==> src/rtl/dpram_pkg.sv <==
// rtl/dpram_pkg.sv - shared defaults for the dual-port-RAM FIFO controller
package dpram_pkg;
   localparam int DEF_DATA_WIDTH = 8;
   localparam int DEF_ADDR_WIDTH = 4;
   localparam int DEF_DEPTH      = 2 ** DEF_ADDR_WIDTH;
   localparam int BUF_DEPTH      = 2;

   typedef logic [1:0] buf_cnt_t;
endpackage

==> src/rtl/fifo_out_buf.sv <==
// rtl/fifo_out_buf.sv - 2-entry in-order output buffer; head register holds its value when empty
import dpram_pkg::*;

module fifo_out_buf #(
   parameter int DATA_WIDTH = DEF_DATA_WIDTH
) (
   input  logic                  clk,
   input  logic                  rst,
   input  logic                  wr_en,
   input  logic [DATA_WIDTH-1:0] wr_data,
   input  logic                  rd_en,
   output buf_cnt_t              count,
   output logic [DATA_WIDTH-1:0] head_data,
   output logic                  head_valid
);

   logic [DATA_WIDTH-1:0] entry0;
   logic [DATA_WIDTH-1:0] entry1;
   logic                  rd;

   assign head_valid = (count != 2'd0);
   assign head_data  = entry0;
   assign rd         = rd_en & head_valid;

   // entry0 is only overwritten when a newer word becomes head, so the last popped word stays visible
   always_ff @(posedge clk or negedge rst) begin
      if (!rst) begin
         count  <= 2'd0;
         entry0 <= '0;
         entry1 <= '0;
      end else begin
         case ({wr_en, rd})
            2'b10: begin
               if (count == 2'd0) entry0 <= wr_data;
               else               entry1 <= wr_data;
               count <= count + 2'd1;
            end
            2'b01: begin
               if (count == 2'(BUF_DEPTH)) entry0 <= entry1;
               count <= count - 2'd1;
            end
            2'b11: begin
               if (count == 2'(BUF_DEPTH)) begin
                  entry0 <= entry1;
                  entry1 <= wr_data;
               end else begin
                  entry0 <= wr_data;
               end
            end
            default: ;
         endcase
      end
   end

endmodule

==> src/rtl/dpram_fifo_ctrl.sv <==
// rtl/dpram_fifo_ctrl.sv - FIFO controller over a 16x8 dual-port RAM (A write, B read)
import dpram_pkg::*;

module dpram_fifo_ctrl #(
   parameter int DATA_WIDTH = DEF_DATA_WIDTH,
   parameter int ADDR_WIDTH = DEF_ADDR_WIDTH,
   parameter int DEPTH      = DEF_DEPTH
) (
   input  logic                  clk,
   input  logic                  rst,
   input  logic                  push_valid,
   input  logic [DATA_WIDTH-1:0] push_data,
   output logic                  push_ready,
   output logic                  pop_valid,
   output logic [DATA_WIDTH-1:0] pop_data,
   input  logic                  pop_ready,
   output logic [ADDR_WIDTH+1:0] level,
   output logic [ADDR_WIDTH-1:0] ram_addr_a,
   output logic [DATA_WIDTH-1:0] ram_din_a,
   output logic                  ram_we_a,
   output logic                  ram_re_a,
   output logic [ADDR_WIDTH-1:0] ram_addr_b,
   output logic [DATA_WIDTH-1:0] ram_din_b,
   output logic                  ram_we_b,
   output logic                  ram_re_b,
   input  logic [DATA_WIDTH-1:0] ram_dout_b
);

   localparam int CW = ADDR_WIDTH + 1;
   localparam int LW = ADDR_WIDTH + 2;

   logic [ADDR_WIDTH-1:0] wptr;
   logic [ADDR_WIDTH-1:0] rptr;
   logic [CW-1:0]         ram_count;
   logic [CW-1:0]         ram_count_nxt;
   logic                  pending;
   buf_cnt_t              buf_count;
   buf_cnt_t              buf_count_nxt;
   buf_cnt_t              occ;
   logic [LW-1:0]         level_nxt;
   logic                  push_fire;
   logic                  pop_fire;
   logic                  fetch;

   assign push_ready = (ram_count < CW'(DEPTH));
   assign push_fire  = rst & push_valid & push_ready;
   assign pop_fire   = pop_valid & pop_ready;

   // Fetch only if the word will have a buffer slot when it lands next cycle
   assign occ   = buf_count + buf_cnt_t'(pending);
   assign fetch = rst & (ram_count != '0) & ((occ != buf_cnt_t'(BUF_DEPTH)) | pop_fire);

   assign ram_count_nxt = ram_count + CW'(push_fire) - CW'(fetch);
   assign buf_count_nxt = buf_count + buf_cnt_t'(pending) - buf_cnt_t'(pop_fire);
   assign level_nxt     = LW'(ram_count_nxt) + LW'(fetch) + LW'(buf_count_nxt);

   assign ram_addr_a = wptr;
   assign ram_din_a  = push_data;
   assign ram_we_a   = push_fire;
   assign ram_re_a   = 1'b0;
   assign ram_addr_b = rptr;
   assign ram_din_b  = '0;
   assign ram_we_b   = 1'b0;
   assign ram_re_b   = fetch;

   always_ff @(posedge clk or negedge rst) begin
      if (!rst) begin
         wptr      <= '0;
         rptr      <= '0;
         ram_count <= '0;
         pending   <= 1'b0;
         level     <= '0;
      end else begin
         if (push_fire) wptr <= wptr + ADDR_WIDTH'(1);
         if (fetch)     rptr <= rptr + ADDR_WIDTH'(1);
         ram_count <= ram_count_nxt;
         pending   <= fetch;
         level     <= level_nxt;
      end
   end

   fifo_out_buf #(
      .DATA_WIDTH (DATA_WIDTH)
   ) u_out_buf (
      .clk        (clk),
      .rst        (rst),
      .wr_en      (pending),
      .wr_data    (ram_dout_b),
      .rd_en      (pop_fire),
      .count      (buf_count),
      .head_data  (pop_data),
      .head_valid (pop_valid)
   );

endmodule

==> config.mk <==
export PLATFORM = sky130hd
export DESIGN_NAME = dpram_fifo_ctrl
export DESIGN_NICKNAME = d
export VERILOG_FILES = /design/src/rtl/dpram_pkg.sv /design/src/rtl/fifo_out_buf.sv /design/src/rtl/dpram_fifo_ctrl.sv
export SDC_FILE = /design/constraint.sdc
export NUM_CORES = 1
export LEC_CHECK = 0
export BUFFER_PORTS_ARGS = -buffer_cell sky130_fd_sc_hd__buf_4
export CAP_MARGIN = 20
export CORE_AREA = 2 2 81 83
export CTS_CLUSTER_DIAMETER = 100
export CTS_CLUSTER_SIZE = 10
export DETAILED_ROUTE_END_ITERATION = 10
export DIE_AREA = 0 0 83 85
export GPL_TIMING_DRIVEN = 1
export HOLD_SLACK_MARGIN = 0.1
export MAX_ROUTING_LAYER = met4
export SYNTH_ARGS = -nofsm -noshare
export SYNTH_HDL_FRONTEND = slang
export SYNTH_SLANG_ARGS = --single-unit
==> constraint.sdc <==
create_clock -name clk -period 3.71 [get_ports clk]
set_input_delay 0.742 -clock clk [delete_from_list [all_inputs] [get_ports clk]]
set_output_delay 0.742 -clock clk [all_outputs]
set_load 0.02 [all_outputs]
Yosys cells after proc, flatten, opt, wreduce, memory -nomap -nowiden
Index checks and enable logic that the tools add are counted.
- $add $sub $neg: 10
- order comparisons: 1
- equality and inequality tests: 9
- multiplexer cells: 8
- bitwise logic cells: 7
- reduce and logical (&&, ||, !) cells: 8
- operator list (kind ; number):
    two-way mux 8 bit ; 5
    case mux 8 bit (3 select lines) ; 1
    case mux 8 bit (2 select lines) ; 1
    adder 4 x 1 -> 4 bit (second input constant) ; 2
    adder 5 x 1 -> 6 bit ; 1
    adder 6 x 2 -> 6 bit ; 1
    AND 1 bit ; 6
    equality test 2 bit (second input constant) ; 3
    inequality test 2 x 1 -> 1 bit (second input constant) ; 3
    AND reduction 3 bit ; 2
    nonzero test 2 bit ; 3
    adder 5 x 1 -> 5 bit ; 1
    less-than comparator 5 bit (second input constant) ; 1
    nonzero test 5 bit ; 1
    subtractor 5 x 1 -> 5 bit ; 1
    inequality test 2 bit (second input constant) ; 2
    case mux 2 bit (2 select lines) ; 1
    nonzero test 3 bit ; 1
    adder 2 x 1 -> 2 bit ; 1
    adder 2 x 1 -> 2 bit (second input constant) ; 1
    equality test 2 x 1 -> 1 bit (second input constant) ; 1
    zero test 2 bit ; 1
    subtractor 2 x 1 -> 2 bit ; 1
    subtractor 2 x 1 -> 2 bit (second input constant) ; 1
    OR 1 bit ; 1
- register bits after elaboration: 38
- input bits: 20
- output and inout port bits: 44
- logic and storage cells: 51

Longest topological paths before layout
Gate-level depths: netlist of run 1.
- depth after elaboration: 7
- mapped depth: 13
- gate-level depth less buffers: 13

Hierarchy
From an unflattened synthesis of run 1, not the netlist that was laid out.
- cell total of the unflattened synthesis: 186
- area total of the unflattened synthesis: 2152.1 um^2
- by module, submodules not included (module ; instances ; cells an instance ; area each (um^2) ; sequential area each (um^2)):
    dpram_fifo_ctrl ; 1 ; 100 ; 1171.1 ; 500.5
    fifo_out_buf ; 1 ; 86 ; 980.9 ; 450.4

Worst setup path after synthesis of run 1
OpenSTA, ideal clock, no wires.
- path type: input port to flip-flop
- start point: input port pop_ready
- end point: register level[4]
- setup time: 0.130 ns
- arrival: 3.158 ns
- data required time: 3.580 ns
- slack: 0.422 ns
- stages on the path: 12
- cells stage by stage: nor3b_1 a31oi_2 o21ai_2 inv_1 ha_1 inv_1 ha_1 fa_1 fa_1 nand3b_1 mux2i_1 xnor2_1
- word-level cells in the longest chain between the ends: 6
- RTL lines (what ; line ; source):
    from (decl) ; dpram_fifo_ctrl.sv:16 ; input logic pop_ready,
    AND 1 bit ; dpram_fifo_ctrl.sv:47 ; assign pop_fire = pop_valid & pop_ready;
    OR 1 bit ; dpram_fifo_ctrl.sv:51 ; assign fetch = rst & (ram_count != '0) & ((occ != buf_cnt_t'(BUF_DEPTH)) | pop_fire);
    AND 1 bit ; dpram_fifo_ctrl.sv:51 ;
    via ram_re_b ; dpram_fifo_ctrl.sv:25 ; output logic ram_re_b,
    subtractor 5 x 1 -> 5 bit ; dpram_fifo_ctrl.sv:53 ; assign ram_count_nxt = ram_count + CW'(push_fire) - CW'(fetch);
    via ram_count_nxt[1] ; dpram_fifo_ctrl.sv:35 ; logic [CW-1:0] ram_count_nxt;
    adder 5 x 1 -> 6 bit ; dpram_fifo_ctrl.sv:55 ; assign level_nxt = LW'(ram_count_nxt) + LW'(fetch) + LW'(buf_count_nxt);
    adder 6 x 2 -> 6 bit ; dpram_fifo_ctrl.sv:55 ;
    via level_nxt[4] ; dpram_fifo_ctrl.sv:40 ; logic [LW-1:0] level_nxt;
    to (signal assigned) ; dpram_fifo_ctrl.sv:78 ; level <= level_nxt;
    to (decl) ; dpram_fifo_ctrl.sv:17 ; output logic [ADDR_WIDTH+1:0] level,
The timed path passes the listed nets, and every way through them passes these cells.
A chain may end at the register's enable or synchronous reset.

Worst setup path in the final report of run 1
- start point: register u_out_buf.count[0]
- end point: register level[4]
- word-level cells in the longest chain between the ends: 7
- RTL lines (what ; line ; source):
    from (decl) ; fifo_out_buf.sv:12 ; output buf_cnt_t count,
    from (signal assigned) ; fifo_out_buf.sv:36 ; count <= count + 2'd1;
    from (signal assigned) ; fifo_out_buf.sv:40 ; count <= count - 2'd1;
    adder 2 x 1 -> 2 bit / nonzero test 2 bit (equally long branches) ; dpram_fifo_ctrl.sv:50, fifo_out_buf.sv:21 ;
    inequality test 2 bit / AND 1 bit (equally long branches) ; dpram_fifo_ctrl.sv:51, dpram_fifo_ctrl.sv:47 ;
    OR 1 bit (*) ; dpram_fifo_ctrl.sv:51 ;
    AND 1 bit (*) ; dpram_fifo_ctrl.sv:51 ;
    subtractor 5 x 1 -> 5 bit (*) ; dpram_fifo_ctrl.sv:53 ;
    via ram_count_nxt[1] ; dpram_fifo_ctrl.sv:35 ;
    adder 5 x 1 -> 6 bit (*) ; dpram_fifo_ctrl.sv:55 ;
    adder 6 x 2 -> 6 bit (*) ; dpram_fifo_ctrl.sv:55 ;
    via level_nxt[4] ; dpram_fifo_ctrl.sv:40 ;
Mark *: on every way through the listed nets, which the timed path passes. The rest lies on a longest branch.

==> results of run 1 <==
-- cell families after synthesis --
logic type / Yosys count / synth area share (%)
flip-flops: 38 / 45.0
buffers and inverters: 38 / 10.1
AO/OA/AOI/OAI: 23 / 9.29
multiplexers: 20 / 12.0
adder cells (fa/ha/maj): 18 / 11.7
XOR/XNOR: 18 / 7.46
AND/OR/NAND/NOR: 17 / 4.32
other: 1 / 0.177
-- through the flow --
| stage | setup slack [ns] | instance area [um^2] |
|---|---|---|
| finish | 0.364 | 2470 |
| global route | 0.138 | 2470 |
| CTS | 0.325 | 2470 |
| detailed placement | 0.209 | 2380 |
| global placement | 0.283 | 2380 |
| floorplan | 0.422 | 2150 |
-- cells in the mapped netlist, types with 2 or more instances --
cell and count:
a21o_1 2, dfrtp_1 38, a21oi_1 3, xor2_1 6, xnor2_1 12, a31oi_2 2
a22o_1 8, fa_1 3, o211ai_1 2, nand2_1 7, buf_4 19, inv_1 17
and3_1 2, ha_1 15, mux2_2 9, mux2_4 8, mux2i_1 2
-- power by group --
part	internal (mW)	total, mW	switching, mW
logic	0.780	1.63	0.850
clock network	0.150	0.295	0.145
registers	0.653	0.796	0.143
-- sequential cells by signal (all words and copies together) (netlist names) --
name	cells
level	6
pending	1
ram_addr_a	4
ram_addr_b	4
ram_count	5
u_out_buf.count	2
u_out_buf.entry1	8
u_out_buf.head_data	8
-- per-layer routing --
| layer | GRT usage [%] | share of wire (%) | vias to the layer above |
|---|---|---|---|
| li1 | - | - | 626 |
| met1 | 14.0 | 46 | 617 |
| met2 | 16.8 | 46 | 34 |
| met3 | 3.31 | 5.8 | 5 |
| met4 | 5.37 | 1.6 | 0 |
| met5 | - | 0 | - |
-- how the worst max path moves through the flow --
stage / end / from
final: level[4] / u_out_buf.count[0]
after global routing: level[4] / u_out_buf.count[0]
after CTS: level[4] / u_out_buf.count[0]
after detailed placement: level[4] / pop_ready
after global placement: level[4] / pop_ready
after floorplan: level[4] / pop_ready
-- final cells by class --
| cell class | instances | area, um^2 | area share, % |
|---|---|---|---|
| well taps | 77 | 96.3 | 3.89 |
| clock buffers | 7 | 86.3 | 3.49 |
| repair buffers | 38 | 285 | 11.5 |
| multi-input cells | 106 | 983 | 39.7 |
| clock inverters | 1 | 5.00 | 0.202 |
| inverters | 18 | 67.6 | 2.73 |
| flip-flops and latches | 38 | 951 | 38.4 |
==> metrics.cfg, run 1 <==
[outcome]
status = finished, final reports clean

[routing]
antenna_left = 0
post-route-drc-count = 0
vias = 1282
routed_wl_um = 3660
drtPass1Iterations = 4
drt_iter0_markers = 41
wire_per_inst_um = 12.8
vias_per_cell = 4.50

[global_routing]
grt_antenna_before_repair = 0
grt_pass1_vias = 1249
grt_remaining_overflow = 0
grt_pass1_wl_um = 6020
grt_max_degree = 40
grt_use_total_pct = 11.2

[min_path]
worstHoldPathCells = 1
holdPathEnd = ram_addr_a[3]
holdCritPathClass = flip-flop to flip-flop
hold_start = ram_addr_a[3]

[logic_synthesis]
async_flop_share_pct = 100
synthDominantCellAreaShare_pct = 45.0
yosysSeqAreaShare_pct = 45.0
ys_seq_elements = 38
yosys.area.top_type = dfrtp_1
ys_top_cells_by_area = dfrtp_1 45%, ha_1 8.9%, buf_4 6.7%
synth_edf_count = 0
syn_inst = 173
ys.flop_type = dfrtp_1
syn_area_um2 = 2110
ys_warn_count = 0
yosysUniqueCellTypes = 35
avgSynthCellArea_um2 = 12.2

[worst_setup_path]
crit_chain = ha_1, nor3b_1, a31oi_2, o21ai_2, inv_1, ha_1, inv_1, ha_1, fa_1, fa_1, nand3b_1, mux2i_1, xnor2_1
cp_slowest_cell = fa_1
crit_required_ns = 3.88
critical_path.top_delay_family = adder cells
cp_data_arrival_time_ns = 3.51
critical_path_class = flip-flop to flip-flop
start_kind = flip-flop
max_stage_delay_ns = 0.50
ff2ff_setup_slack_ns = 0.36
rr_worst_depth = 13
r2r-start = u_out_buf.count[0]
cp.buffers_inverters = 2
cp.depth = 13
crit_top_cell = ha_1
rr_endpoint = level[4]
critical_path.endpoint_type = flip-flop
cp_max_fo = 6

[sta]
setup_viol = 0
timing.final.max_slew_violations = 0
fin_setup_tns_ns = 0
fin_hold_ws_ns = 0.470
finalCritPeriodShare_pct = 90.2
hold_violations = 0
fin_crit_ns = 3.35
rsz0062_at_grt = no
finClkSkew_ns = 0.00569
fmax_mhz = 299

[clock_network]
cts_buffer_depth = 2
cts_setup_buffers = 0
clk_latency_ns = 0.29
cts_hold_buf = 0
clock-sinks = 38
cts-root-buf = clkbuf_8
cts_max_level = 2
cts_resized = 0
cts_tree = built
cts_buffers = 5
clk_pin_slew_ns = 0.07

[die]
die_h_um = 85
start_util_pct = 34.1
core_area_um2 = 6200
ios = 64
num_rows = 29
die_w_um = 83
dieArea_um2 = 7060

[placed_design]
dp_cells = 277
gp_congestion = 0.752
io_buffers = 37
dp.final_hpwl_um = 2760

[final_layout]
area_growth_pct = 17.0
final_cell_mix = 38 x buf_4, 38 x dfrtp_1, 17 x inv_1
fin_nets = 245
fin_cells = 285
antenna_cells = 0
fillCellCount = 619
drive_gt1_share_pct = 33.2
fin_util_pct = 39.9

[run]
cap_violations = 0

[pwr]
p_leak_nw = 1.24
p_per_area_nw_per_um2 = 1100
p_total_mw = 2.72
ir_drop_mv = 0.368

Note: power is estimated with default switching activity, not from simulation.
==> run 2, diff against run 1 <==
CAP_MARGIN = 10   (was 20)
CORE_AREA = 2 2 68 70   (was 2 2 81 83)
DIE_AREA = 0 0 70 72   (was 0 0 83 85)
PLACE_DENSITY = 0.86   (was not set)
==> run 2 against run 1 <==
Via count barely moved; combinational power about the same; total power fell by 0.30%; wire length fell by 1.0%; highest routed layer unchanged; maximum frequency fell by 0.81%.
==> metrics.cfg, run 2 (synthesis results as in run 1) <==
[outcome]
status = finished, final reports clean

[routing]
drt_iter0_markers = 49  ; +20%
vias = 1283  ; +0.078%
antenna_left = 0  ; unchanged
wire_per_inst_um = 13.9  ; +8.5%
wirelength_met1_um = 1590  ; -6.1%
post-route-drc-count = 0  ; unchanged
routed_wl_um = 3620  ; -1.0%
wl_met2_um = 1790  ; +5.7%
routed.top_layer = met4
vias_per_cell = 4.93  ; +9.7%
met3_length_um = 193  ; -9.0%
drtPass1Iterations = 4  ; unchanged

[final_layout]
fillCellCount = 378  ; -39%
multi_input_area_um2 = 983  ; unchanged
drive_gt1_share_pct = 33.2  ; unchanged
final_cell_mix = 38 x buf_4, 38 x dfrtp_1, 17 x inv_1
fin_nets = 245  ; unchanged
area_growth_pct = 15.6
fin_cells = 260  ; -8.8%
antenna_cells = 0  ; unchanged
final-seq-area_um2 = 951  ; unchanged

[global_routing]
grt_pass1_vias = 1319  ; +5.6%
grt_remaining_overflow = 0  ; unchanged
grt_use_total_pct = 16.3  ; +5.0 points
grt_pass1_wl_um = 6220  ; +3.2%
grt_max_degree = 40  ; unchanged
grt_antenna_before_repair = 0  ; unchanged

[die]
die_h_um = 72  ; -15%
die_w_um = 70  ; -16%
num_rows = 24  ; -17%
core_area_um2 = 4260  ; -31%
start_util_pct = 49.6  ; +16 points
dieArea_um2 = 5040  ; -29%
ios = 64  ; unchanged

[clock_network]
cts_tree = built
cts_buffers = 5  ; unchanged
clk_latency_ns = 0.29  ; about the same
clock-sinks = 38  ; unchanged
cts_setup_buffers = 0  ; unchanged
cts_hold_buf = 0  ; unchanged
cts_buffer_depth = 2  ; unchanged
cts_resized = 0  ; unchanged
cts_max_level = 2  ; unchanged
clk_pin_slew_ns = 0.07  ; about the same
cts-root-buf = clkbuf_8

[worst_setup_path]
r2r-start = u_out_buf.count[0]
crit_required_ns = 3.88  ; about the same
ff2ff_setup_slack_ns = 0.34  ; -0.03 ns
start_kind = flip-flop
critical_path_class = flip-flop to flip-flop
cp_data_arrival_time_ns = 3.54  ; +0.03 ns
rr_endpoint = level[4]
cp_max_fo = 6  ; unchanged
critical_path.endpoint_type = flip-flop
rr_worst_depth = 13  ; unchanged

[min_path]
holdPathEnd = ram_addr_a[3]
hold_start = ram_addr_a[3]
holdCritPathClass = flip-flop to flip-flop
worstHoldPathCells = 1  ; unchanged

[sta]
finClkSkew_ns = 0.00488  ; -0.000809 ns
hold_violations = 0  ; unchanged
finalCritPeriodShare_pct = 90.9  ; +0.74 points
fin_crit_ns = 3.37  ; +0.0274 ns
setup_viol = 0  ; unchanged
finalWorstSetupSlack_ns = 0.337  ; -0.0274 ns
fmax_mhz = 296  ; -0.81%
fin_setup_tns_ns = 0  ; unchanged
timing.final.max_slew_violations = 0  ; unchanged
rsz0062_at_grt = no

[placed_design]
gp_congestion = 0.816  ; +8.5%
io_buffers = 37  ; unchanged
dp_cells = 252  ; -9.0%
dp.final_hpwl_um = 2740  ; -0.79%
preCtsSetupSlack_ns = 0.194  ; -0.0149 ns

[pwr]
p_per_area_nw_per_um2 = 1110  ; +0.97%
ir_drop_mv = 0.531  ; +44%
p_leak_nw = 1.24  ; unchanged

[run]
cap_violations = 0  ; unchanged

==> run 2: cell counts in the layout (fill, tap and decap cells not counted) <==
Identical to the previous run, type by type.
==> run 2: where the power goes <==
part	switching, mW	internal (mW)
sequential	0.149	0.653
clock	0.141	0.150
combinational	0.839	0.780
==> run 2: worst max-delay path by stage <==
stage	from	to	slack [ns]	cells after the start
2_1_floorplan	pop_ready	level[4]	0.42	12
3_3_place_gp	pop_ready	level[4]	0.31	13
3_5_place_dp	pop_ready	level[4]	0.19	13
4_1_cts	u_out_buf.count[0]	level[4]	0.32	13
5_1_grt	u_out_buf.count[0]	level[4]	0.1	13
6_report	u_out_buf.count[0]	level[4]	0.34	13
==> run 2: area by class of cell <==
type	instances	share of cell area, %
multi-input combinational	106	40.2
sequential	38	38.9
timing repair buffer	38	11.7
clock buffer	7	3.53
inverter	18	2.76
tap	52	2.66
clock inverter	1	0.205
==> run 2: routing by layer <==
metal  vias up  track usage, %
met3         6            5.69
met2        31            26.2
met1       624            19.6
met4         0            4.49
li1        622               -
met5         -               -
==> run 2: worst max-delay path, cell delays in order (launching register included) <==
cell and delay, ns:
dfrtp_1 0.47, ha_1 0.27, nor3b_1 0.24, a31oi_2 0.08, o21ai_2 0.20, inv_1 0.14, ha_1 0.30, inv_1 0.04
ha_1 0.20, fa_1 0.52, fa_1 0.47, nand3b_1 0.11, mux2i_1 0.09, xnor2_1 0.13
==> run 2: through the flow <==
stage	instance area [um^2]	hold WS (ns)	power, mW	utilization (%)
final	2440	0.478	2.71	57.3
after global routing	2440	0.493	2.95	57.3
after CTS	2440	0.482	2.76	57.3
after detailed placement	2350	0.469	2.44	55.2
after global placement	2350	0.461	2.39	55.2
after floorplan	2150	0.446	2.01	-
